**config.mk**
```make
export PLATFORM = sky130hd
export DESIGN_NAME = tx_arbiter
export DESIGN_NICKNAME = d
export VERILOG_FILES = /design/src/rtl/tx_arbiter.sv
export SDC_FILE = /design/constraint.sdc
export NUM_CORES = 1
export LEC_CHECK = 0
export ABC_CLOCK_PERIOD_IN_PS = 7770
export CORE_MARGIN = 2
export CORE_UTILIZATION = 54
export CTS_BUF_LIST = sky130_fd_sc_hd__clkbuf_8 sky130_fd_sc_hd__clkbuf_16
export DETAILED_ROUTE_END_ITERATION = 10
export GPL_TIMING_DRIVEN = 1
export PLACE_DENSITY_LB_ADDON = 0.05
export SLEW_MARGIN = 20
export SYNTH_ARGS = -nofsm -noshare
export SYNTH_HDL_FRONTEND = slang
export SYNTH_SLANG_ARGS = --single-unit
```
**constraint.sdc**
```tcl
create_clock -name clk -period 7.77 [get_ports clk]
set_input_delay 1.554 -clock clk [delete_from_list [all_inputs] [get_ports clk]]
set_output_delay 1.554 -clock clk [all_outputs]
set_load 0.005 [all_outputs]
```
**src/rtl/tx_arbiter.sv**
```systemverilog
// tx_arbiter: shares one UART transmitter between several byte-stream
// requesters (screen refresh, cursor echo, escape-sequence generation).
// Ownership is held for a whole packet so multi-byte sequences are never
// interleaved. Bytes are paced on the transmitter's done pulse, fairness
// rotates round-robin at packet boundaries, and an owner that goes quiet
// mid-packet is dropped after TIMEOUT cycles.

module tx_arbiter #(
   parameter int NREQ    = 3,
   parameter int TIMEOUT = 1024
) (
   input  logic                clk,
   input  logic                rst,
   input  logic [8*NREQ-1:0]   i_req_byte,
   input  logic [NREQ-1:0]     i_req_v,
   input  logic [NREQ-1:0]     i_req_last,
   output logic [NREQ-1:0]     o_req_ack,
   output logic [NREQ-1:0]     o_grant,
   output logic [7:0]          o_byte,
   output logic                o_byte_v,
   input  logic                i_tx_active,
   input  logic                i_tx_done,
   output logic                o_err
);

   // Index and stall-counter widths; both kept at least one bit wide.
   localparam int IW = (NREQ > 1) ? $clog2(NREQ) : 1;
   localparam int CW = (TIMEOUT > 1) ? $clog2(TIMEOUT) : 1;

   typedef enum logic [1:0] {
      IDLE,
      WAIT_DONE,
      HOLD
   } state_t;

   state_t          r_state;
   logic [IW-1:0]   r_ptr;
   logic [IW-1:0]   r_owner;
   logic            r_last;
   logic [CW-1:0]   r_count;

   logic [NREQ-1:0] r_req_ack;
   logic [NREQ-1:0] r_grant;
   logic [7:0]      r_byte;
   logic            r_byte_v;
   logic            r_err;

   logic [NREQ-1:0] w_rot;
   logic [IW-1:0]   w_off;
   logic [IW:0]     w_sum;
   logic [IW-1:0]   w_pick;
   logic            w_any;
   logic [7:0]      w_pickByte;
   logic            w_pickLast;
   logic            w_ownerV;
   logic [7:0]      w_ownerByte;
   logic            w_ownerLast;
   logic [IW-1:0]   w_ownerNext;

   // Round-robin search: rotate the request vector so the pointer lands on
   // bit 0, take the lowest set bit, then rotate the offset back.
   always_comb begin
      w_rot = NREQ'({i_req_v, i_req_v} >> r_ptr);
      w_off = '0;
      for (int j = NREQ - 1; j >= 0; j--) begin
         if (w_rot[j]) begin
            w_off = IW'(j);
         end
      end
      w_sum = {1'b0, r_ptr} + {1'b0, w_off};
      if (w_sum >= (IW + 1)'(NREQ)) begin
         w_pick = IW'(w_sum - (IW + 1)'(NREQ));
      end else begin
         w_pick = IW'(w_sum);
      end
      w_any = |i_req_v;
   end

   // Data and flags of the winning requester and of the current owner.
   always_comb begin
      w_pickByte  = i_req_byte[{w_pick, 3'b000} +: 8];
      w_pickLast  = i_req_last[w_pick];
      w_ownerV    = i_req_v[r_owner];
      w_ownerByte = i_req_byte[{r_owner, 3'b000} +: 8];
      w_ownerLast = i_req_last[r_owner];
      if (r_owner == IW'(NREQ - 1)) begin
         w_ownerNext = '0;
      end else begin
         w_ownerNext = r_owner + 1'b1;
      end
   end

   // Main arbiter FSM: issues bytes, waits for the transmitter, holds the
   // channel between bytes of a packet and releases on last byte or stall.
   always_ff @(posedge clk) begin
      if (rst) begin
         r_state   <= IDLE;
         r_ptr     <= '0;
         r_owner   <= '0;
         r_last    <= 1'b0;
         r_count   <= '0;
         r_req_ack <= '0;
         r_grant   <= '0;
         r_byte    <= '0;
         r_byte_v  <= 1'b0;
         r_err     <= 1'b0;
      end else begin
         r_req_ack <= '0;
         r_byte_v  <= 1'b0;
         r_err     <= 1'b0;
         case (r_state)
            IDLE: begin
               if (w_any && !i_tx_active) begin
                  r_owner   <= w_pick;
                  r_byte    <= w_pickByte;
                  r_byte_v  <= 1'b1;
                  r_req_ack <= {{(NREQ-1){1'b0}}, 1'b1} << w_pick;
                  r_grant   <= {{(NREQ-1){1'b0}}, 1'b1} << w_pick;
                  r_last    <= w_pickLast;
                  r_state   <= WAIT_DONE;
               end
            end
            WAIT_DONE: begin
               if (i_tx_done) begin
                  if (r_last) begin
                     r_grant <= '0;
                     r_ptr   <= w_ownerNext;
                     r_state <= IDLE;
                  end else begin
                     r_count <= '0;
                     r_state <= HOLD;
                  end
               end
            end
            HOLD: begin
               if (w_ownerV && !i_tx_active) begin
                  r_byte    <= w_ownerByte;
                  r_byte_v  <= 1'b1;
                  r_req_ack <= r_grant;
                  r_last    <= w_ownerLast;
                  r_state   <= WAIT_DONE;
               end else if (r_count == CW'(TIMEOUT - 1)) begin
                  r_grant <= '0;
                  r_err   <= 1'b1;
                  r_ptr   <= w_ownerNext;
                  r_state <= IDLE;
               end else begin
                  r_count <= r_count + 1'b1;
               end
            end
            default: begin
               r_state <= IDLE;
            end
         endcase
      end
   end

   assign o_req_ack = r_req_ack;
   assign o_grant   = r_grant;
   assign o_byte    = r_byte;
   assign o_byte_v  = r_byte_v;
   assign o_err     = r_err;

endmodule

```
## Word level (Yosys, flattened, before mapping)

Cells that the tools add are included.

- Bits in registers: 33
- Output and inout bits: 16
- Input port bits: 34
- Word-level logic and storage cells: 96

- Order comparisons: 3
- Eq/ne operators: 13
- Add/subtract/negate cells: 4
- Multiplexer cells: 46
- Reduce and logical (&&, ||, !) cells: 15
- Bitwise gates (word level): 1
- Shift-type cells: 4

Operators by type and width:

| kind | count |
|---|---|
| $shiftx A24 B6 Y8 | 2 |
| $mux W10 | 4 |
| $mux W2 | 14 |
| $mux W3 | 7 |
| $pmux W10 S2 | 1 |
| $mux W8 | 2 |
| $ne A2 B2 Y1 const B | 8 |
| $pmux W8 S2 | 1 |
| $add A10 B1 Y10 const B | 1 |
| $eq A10 B10 Y1 const B | 1 |
| $reduce_and A5 Y1 | 2 |
| $pmux W3 S3 | 1 |
| $mux W1 | 8 |
| $bmux W1 S2 | 3 |
| $lt A2 B3 Y1 const B | 2 |
| $pmux W2 S3 | 1 |
| $pmux W3 S2 | 1 |
| $reduce_and A3 Y1 | 2 |
| $reduce_and A6 Y1 | 1 |
| $reduce_or A3 Y1 | 2 |
| $shr A6 B2 Y3 | 1 |
| $eq A2 B2 Y1 const B | 2 |
| $pmux W1 S2 | 2 |
| $pmux W2 S2 | 1 |
| 14 further kinds | 16 |

## Logic depth before layout (Yosys ltp)

Gate-level depths: netlist of the first run.

- Word-level depth: 11
- Gate-level depth with buffers: 14
- Mapped depth without buffers: 13

## Worst setup path before layout of the first run

OpenSTA, ideal clock, no wires.

- Path kind: input port to flip-flop
- From: input port i_req_v[2]
- To: register r_byte[2], in the netlist o_byte[2]
- Arrival time: 4.336 ns
- Buffers on the path: 0
- Required time: 7.636 ns
- Stages on the path: 13
- Setup time: 0.134 ns
- Path slack: 3.300 ns
- Path through: nor2b_1 -> a22o_1 -> a22oi_1 -> nor2_1 -> a41oi_1 -> fa_1 -> inv_1 -> ha_1 -> or2_2 -> o211ai_1 -> nor2_1 -> a22oi_1 -> a211oi_1

- Longest elaborated chain between the ends: 10
- Elaborated cells on any way between the ends: 19
- Classes of those cells: add/sub (2); order compare (1); eq/ne (2); shift (2); mux (8); reduce/logical (4)

RTL lines:

| element | line | source |
|---|---|---|
| start: declaration | 15 | `input logic [NREQ-1:0] i_req_v,` |
| $shr A6 B2 Y3 | 63 | `w_rot = NREQ'({i_req_v, i_req_v} >> r_ptr);` |
| $mux W2 (3 in series) | 66 | `if (w_rot[j]) begin` |
| $add A2 B2 Y3 | 70 | `w_sum = {1'b0, r_ptr} + {1'b0, w_off};` |
| $ge A3 B2 Y1 or $sub A2 B2 Y2 (tied branches) | 71, 72 |  |
| $mux W2 | 71 | `if (w_sum >= (IW + 1)'(NREQ)) begin` |
| $shiftx A24 B6 Y8 | 81 | `w_pickByte = i_req_byte[{w_pick, 3'b000} +: 8];` |
| $mux W8 | 113 | `if (w_any && !i_tx_active) begin` |
| $pmux W8 S2 | 111 | `case (r_state)` |
| end signal: assignment | 115 | `r_byte <= w_pickByte;` |
| end signal: assignment | 137 | `r_byte <= w_ownerByte;` |
| end: declaration | 44 | `logic [7:0] r_byte;` |

Several ways; a longest one is shown, not always the timed one. The select of a mux whose other input is x is not followed.
A chain may end at the register's enable or synchronous reset.

## Worst setup path in the final report of the first run

- From: input port i_req_v[1]
- To: register r_byte[5], in the netlist o_byte[5]

Same word-level chain as after synthesis.

==> impl_metrics.ini, run 1 <==
[grt]
grt_overflow = 0
grt_pass1_vias = 1829
grt_start_max_net_pins = 35
grt_use_total_pct = 25.2
grt_pass1_wl_um = 8540
antenna_found_initial = 0

[synth]
ys_seq_area_share_pct = 31.2
synth_fa_ha_area_share_pct = 5.08
synth-compound-area-share_pct = 27.6
avgSynthCellArea_sq_um = 8.75
synthArstFlopShare_pct = 0
synth_warnings = 0
synth_edf_count = 0
syn_area_sq_um = 2120
syn_nets = 284
ys_ff_latch = 33
synth_xor_area_share_pct = 0
synth-simple-area-share_pct = 20.7
synth.distinct_cells = 53
synth_top_family_by_area = compound AO/OA/AOI/OAI gates
ys.flop_type = dfxtp_1
syn_inst = 242
synthMuxAreaShare_pct = 10.6

[power_and_ir_drop]
leakage_nw = 0.988
p_switching_uw = 357
p_int_uw = 532
cellPowerDensity_nw_per_um2 = 324
power_frac_comb_pct = 54.8
clkPwrFrac_pct = 18.7
switching_share_pct = 40.1
seq_power_share_pct = 26.6
peakVddDrop_uv = 160
report.power.total_uw = 889

[setup_path]
critical_path_arrival_ns = 5.32
cp_slowest_cell = clkdlybuf4s50_1
cp-start-kind = primary input
cp.required_ns = 7.93
crit_buf_inv = 2
worstPathCellList = clkdlybuf4s50_1 > nor2b_1 > a22o_1 > a22oi_1 > nor2_1 > a41oi_1 > fa_1 > inv_1 > ha_1 > or2_2 > o211ai_1 > nor2_1 > a22oi_1 > a211oi_1
r2r_slack_ns = 4.00
worst_setup_path_end_kind = flip-flop
cpPeakStageDelay_ns = 0.58
r2r.worst_path.cells = 13
r2r-end = o_byte[5]
crit_fanout = 9
critical_path_class = in -> reg
cpLargestDelayFamily = compound AO/OA/AOI/OAI gates
reg2reg_from = r_ptr[0]

[layout]
antennaDiodeCount = 0
num-nets-final = 332
final_cell_mix = 49 x clkdlybuf4s50_1, 33 x dfxtp_1, 18 x nor2_1
layout_commonest_cell = clkdlybuf4s50_1
fillers = 294
layout-drive-gt1-share_pct = 9.62
postLayoutCellArea_sq_um = 2750
area_delta_synth_final_pct = 29.6

[detailed_routing]
ant_nets = 0
firstDrtPassIters = 4
vias_per_cell = 6.07
top_layer = met4
drc = 0
wl_met1_um = 2370
routed-wl-met3_um = 325
wl_um = 5210
met2_wirelength_um = 2440
vias = 2059
routedWlPerCell_um = 15.4
drt_iter0_markers = 173

[die]
die_x_um = 66.6
io_pins = 50
start_util_pct = 57.0
dieArea_sq_um = 4440
die_h_um = 66.6
placementRows = 22
core_sq_um = 3720

[clock_tree]
cts_made_buffers = 5
htreeDepth = 2
worstSkewPairLatency_ns = 0.29
cts-resized-gates = 0
clkSinkCount = 33
cts.clk_slew.worst_paths_ns = 0.07
cts_hold_buffers = 0
clock_path_buffers = 2
cts_tree = done
root_buffer = clkbuf_8
post_cts_buffers = 0

[timing]
finClkSkew_ns = 0.00624
drv_slew = 0
period_needed_ns = 5.17
worst_pin_slew_ns = 1.08
hold_viol = 0
period_share_pct = 66.5
setup_viol_count_final = 0
fin_tns_setup_ns = 0
fmax_mhz = 194
rsz0062_at_grt = no
timing.slew.headroom_pct = 27.3

[placed_design]
placed_area_sq_um = 2630
dp_hpwl_um = 3940
port_buffers = 49
gp_congestion = 0.829

[hold_path]
hold_depth = 2
hold_path.class = reg -> reg
min_to = r_count[6]
hold_start = r_count[6]

[run]
drv_cap = 0

[run_status]
status = finished, final reports clean
-- power groups by stage --
stage                     logic [mW]  registers, mW  clock network [mW]
after floorplan                0.343          0.229                   0
after global placement         0.472          0.238                   0
after detailed placement       0.481          0.239                   0
after CTS                      0.485          0.236               0.170
after global routing           0.537          0.240               0.175
final                          0.487          0.236               0.166
-- how the worst max path moves through the flow --
stage | start | endpoint | slack, ns | cells after the start
2_1_floorplan | i_req_v[2] | o_byte[2] | 3.30 | 13
3_3_place_gp | i_req_v[1] | o_byte[5] | 2.49 | 14
3_5_place_dp | i_req_v[1] | o_byte[4] | 2.34 | 14
4_1_cts | i_req_v[1] | o_byte[4] | 2.64 | 14
5_1_grt | i_req_v[1] | o_byte[0] | 2.30 | 14
6_report | i_req_v[1] | o_byte[5] | 2.60 | 14
-- synth_stat cells, drive strengths merged (3+ instances only) --
cell,number,share of area [%]
mux2,11,5.8
or3,7,2.1
o21ai,7,1.7
o211ai,3,1.1
nand2,12,2.1
nand3,5,1.2
clkbuf,6,1.1
a22oi,12,4.3
nor2,18,3.2
nand2b,5,1.5
or2,4,1.2
dfxtp,33,31
buf,4,1.5
a2111oi,4,1.7
ha,7,4.1
o21a,4,1.4
inv,13,2.3
a211oi,12,4.3
a21oi,12,2.8
nand3b,4,1.4
a21boi,3,1.1
nor3b,3,1.1
o31ai,5,2.0
nor3,5,1.2
mux2i,10,4.7
nor2b,3,0.89
-- routing by layer --
metal	global-route usage (%)	vias to the layer above
met5	0	-
met4	9.44	0
met3	4.56	7
met2	39.5	76
met1	34.4	959
li1	-	1017
-- tightest hold or removal path, cell delays in order (launching register included) --
cell	delay (ns)
dfxtp_1	0.32
nand2_1	0.05
mux2i_1	0.05
-- cells by family (layout without fill, tap and decap cells) --
family | Yosys count | in the layout
AOI/OAI and AO/OA | 78 | 78
adders and majority gates | 8 | 8
buffers and inverters | 23 | 72
DFF | 33 | 33
muxes | 21 | 21
and+or+nand+nor | 79 | 79
-- through the flow --
stage | setup WS [ns] | hold slack [ns] | std cells | util (%)
global route | 2.30 | 0.481 | 339 | 73.9
detailed placement | 2.34 | 0.456 | 331 | 70.7
floorplan | 3.30 | 0.435 | 242 | -
CTS | 2.64 | 0.466 | 339 | 73.9
finish | 2.60 | 0.465 | 339 | 73.9
global placement | 2.49 | 0.446 | 331 | 70.7
-- area by class of cell --
class | instances | area, sq um | share of cell area, %
clock inverter | 2 | 33.8 | 1.23
inverter | 13 | 48.8 | 1.78
timing repair buffer | 51 | 505 | 18.4
tap | 48 | 60.1 | 2.19
clock buffer | 6 | 82.6 | 3.01
sequential | 33 | 661 | 24.1
multi-input combinational | 186 | 1350 | 49.3
-- flip-flops by register name, indices dropped and copies added, names as in the netlist --
name       count
o_grant        3
r_ptr          2
o_byte_v       1
o_byte         8
r_state        2
o_req_ack      3
r_last         1
r_count       10
o_err          1
r_owner        2
Power figures use the tool's default switching activity.
==> run 2, diff against run 1 <==
- ABC_CLOCK_PERIOD_IN_PS: 7770 -> 4750
- CORE_UTILIZATION: 54 -> 45
- clock period: 7.77 -> 4.75 ns (I/O delays scaled with it)
==> run 2 against run 1 <==
  * Register-to-register slack got worse by 2.7 ns
  * Sequential power is 62% higher
  * Worst hold slack about the same
  * Clock-buffer cell count shrank 1
  * Design area rose by 1.4%
  * Critical path depth did not move
  * First-iteration DRC count fell by 42%
  * Worst setup slack worse by 2.2 ns
  * Sequential share of layout area down 0.32 points
  * Combinational power increased by 65%
  * Die area grew 19%
==> impl_metrics.ini, run 2 (synthesis gave the netlist of run 1 again) <==
[run_status]
status = finished, final reports clean

[layout]
layout_commonest_cell = clkdlybuf4s50_1
antennaDiodeCount = 0
layout-drive-gt1-share_pct = 10.6
final_cell_mix = 49 x clkdlybuf4s50_1, 33 x dfxtp_1, 18 x nor2_1
num-nets-final = 334
regMostFlops = r_count
area_delta_synth_final_pct = 31.4
largest_reg_flops = 10
fillers = 403

[timing]
drv_slew = 0
fin_tns_setup_ns = 0
hold_viol = 0
worst_pin_slew_ns = 0.831
rsz0062_at_grt = no
setup_slack_ns = 0.412
fmax_mhz = 231
setup_viol_count_final = 0
timing.slew.headroom_pct = 44.1
finClkSkew_ns = 0.00383
period_share_pct = 91.3
period_needed_ns = 4.34

[placed_design]
port_buffers = 49
dp_hpwl_um = 3790
gp_congestion = 0.824
pre_cts_slack_ns = 0.109

[setup_path]
crit_fanout = 9
cp.required_ns = 4.90
critical_path_class = in -> reg
r2r_slack_ns = 1.30
cp-start-kind = primary input
critical_path_arrival_ns = 4.49
worst_setup_path_end_kind = flip-flop

[clock_tree]
cts_tree = done
worstSkewPairLatency_ns = 0.29
post_cts_buffers = 0
clock_path_buffers = 2
cts.clk_slew.worst_paths_ns = 0.07
cts_made_buffers = 5
clkSinkCount = 33
htreeDepth = 2
cts_hold_buffers = 0
root_buffer = clkbuf_8
cts-resized-gates = 0

[detailed_routing]
routedWlPerCell_um = 14.6
firstDrtPassIters = 4
vias = 1967
drc = 0
drt_iter0_markers = 101
vias_per_cell = 5.70
ant_nets = 0
wl_um = 5050

[run]
drv_cap = 0

[die]
die_h_um = 72.6
core_sq_um = 4440
die_x_um = 72.6
dieArea_sq_um = 5270
io_pins = 50
placementRows = 24
start_util_pct = 47.7

[grt]
grt_pass1_wl_um = 8360
grt_pass1_vias = 1798
grt_start_max_net_pins = 20
grt_overflow = 0
antenna_found_initial = 0
grt_use_total_pct = 19.9

[power_and_ir_drop]
cellPowerDensity_nw_per_um2 = 540
leakage_nw = 1.00
peakVddDrop_uv = 255

[hold_path]
hold_path.class = reg -> reg
## run 2: changes by cell type in the layout (fill, tap and decap cells not counted), sizes merged
| cell | delta |
|---|---|
| clkbuf | -1 |
| bufinv | +1 |
| buf | +2 |
| clkinv | +1 |
| inv | -1 |
## run 2: layer usage
layer,GRT usage [%],share of wire (%),up-vias
li1,-,-,1018
met1,28.1,50,886
met2,29.5,43,57
met3,5.25,6.4,6
met4,6.38,1.1,0
met5,0,0,-
## run 2: stage by stage
stage / instance area (sq um) / utilization (%) / total power, mW / std cells / hold WS (ns)
2_1_floorplan: 2120 / - / 0.937 / 242 / 0.435
3_3_place_gp: 2650 / 59.6 / 1.18 / 337 / 0.448
3_5_place_dp: 2650 / 59.6 / 1.19 / 337 / 0.456
4_1_cts: 2780 / 62.6 / 1.51 / 345 / 0.466
5_1_grt: 2780 / 62.6 / 1.61 / 345 / 0.494
6_report: 2780 / 62.6 / 1.50 / 345 / 0.465
## run 2: critical path, cell delays in order
cell	delay [ns]
clkdlybuf4s50_1	0.55
nor2b_1	0.25
a22o_1	0.17
a22oi_1	0.08
nor2_1	0.10
a41oi_1	0.07
fa_1	0.59
inv_1	0.06
ha_1	0.22
nand4b_1	0.27
o221ai_2	0.49
mux2_2	0.39
a22oi_1	0.20
a211oi_1	0.11
## run 2: power by group
| group | internal, mW | leakage (nW) | switching (mW) |
|---|---|---|---|
| Combinational | 0.381 | 0.666 | 0.424 |
| Clock | 0.208 | 0.0681 | 0.109 |
| Sequential | 0.336 | 0.269 | 0.0461 |
| Total | 0.925 | 1.00 | 0.578 |
## run 2: final cells by class
type	count	area, sq um	share of cell area (%)
multi-input cells	186	1350	48.7
clock inverters	3	65.1	2.34
inverters	13	48.8	1.75
repair buffers	53	520	18.7
clock buffers	5	68.8	2.47
flip-flops and latches	33	661	23.7
well taps	52	65.1	2.34
## run 2: path summary, 6_finish.rpt
check / startpoint / end / depth (start not counted)
hold / removal: r_count[6] / r_count[6] / 2
setup / recovery: i_req_v[2] / o_byte[3] / 14
setup reg to reg: r_ptr[0] / o_byte[3] / 13
hold reg to reg: r_count[6] / r_count[6] / 2
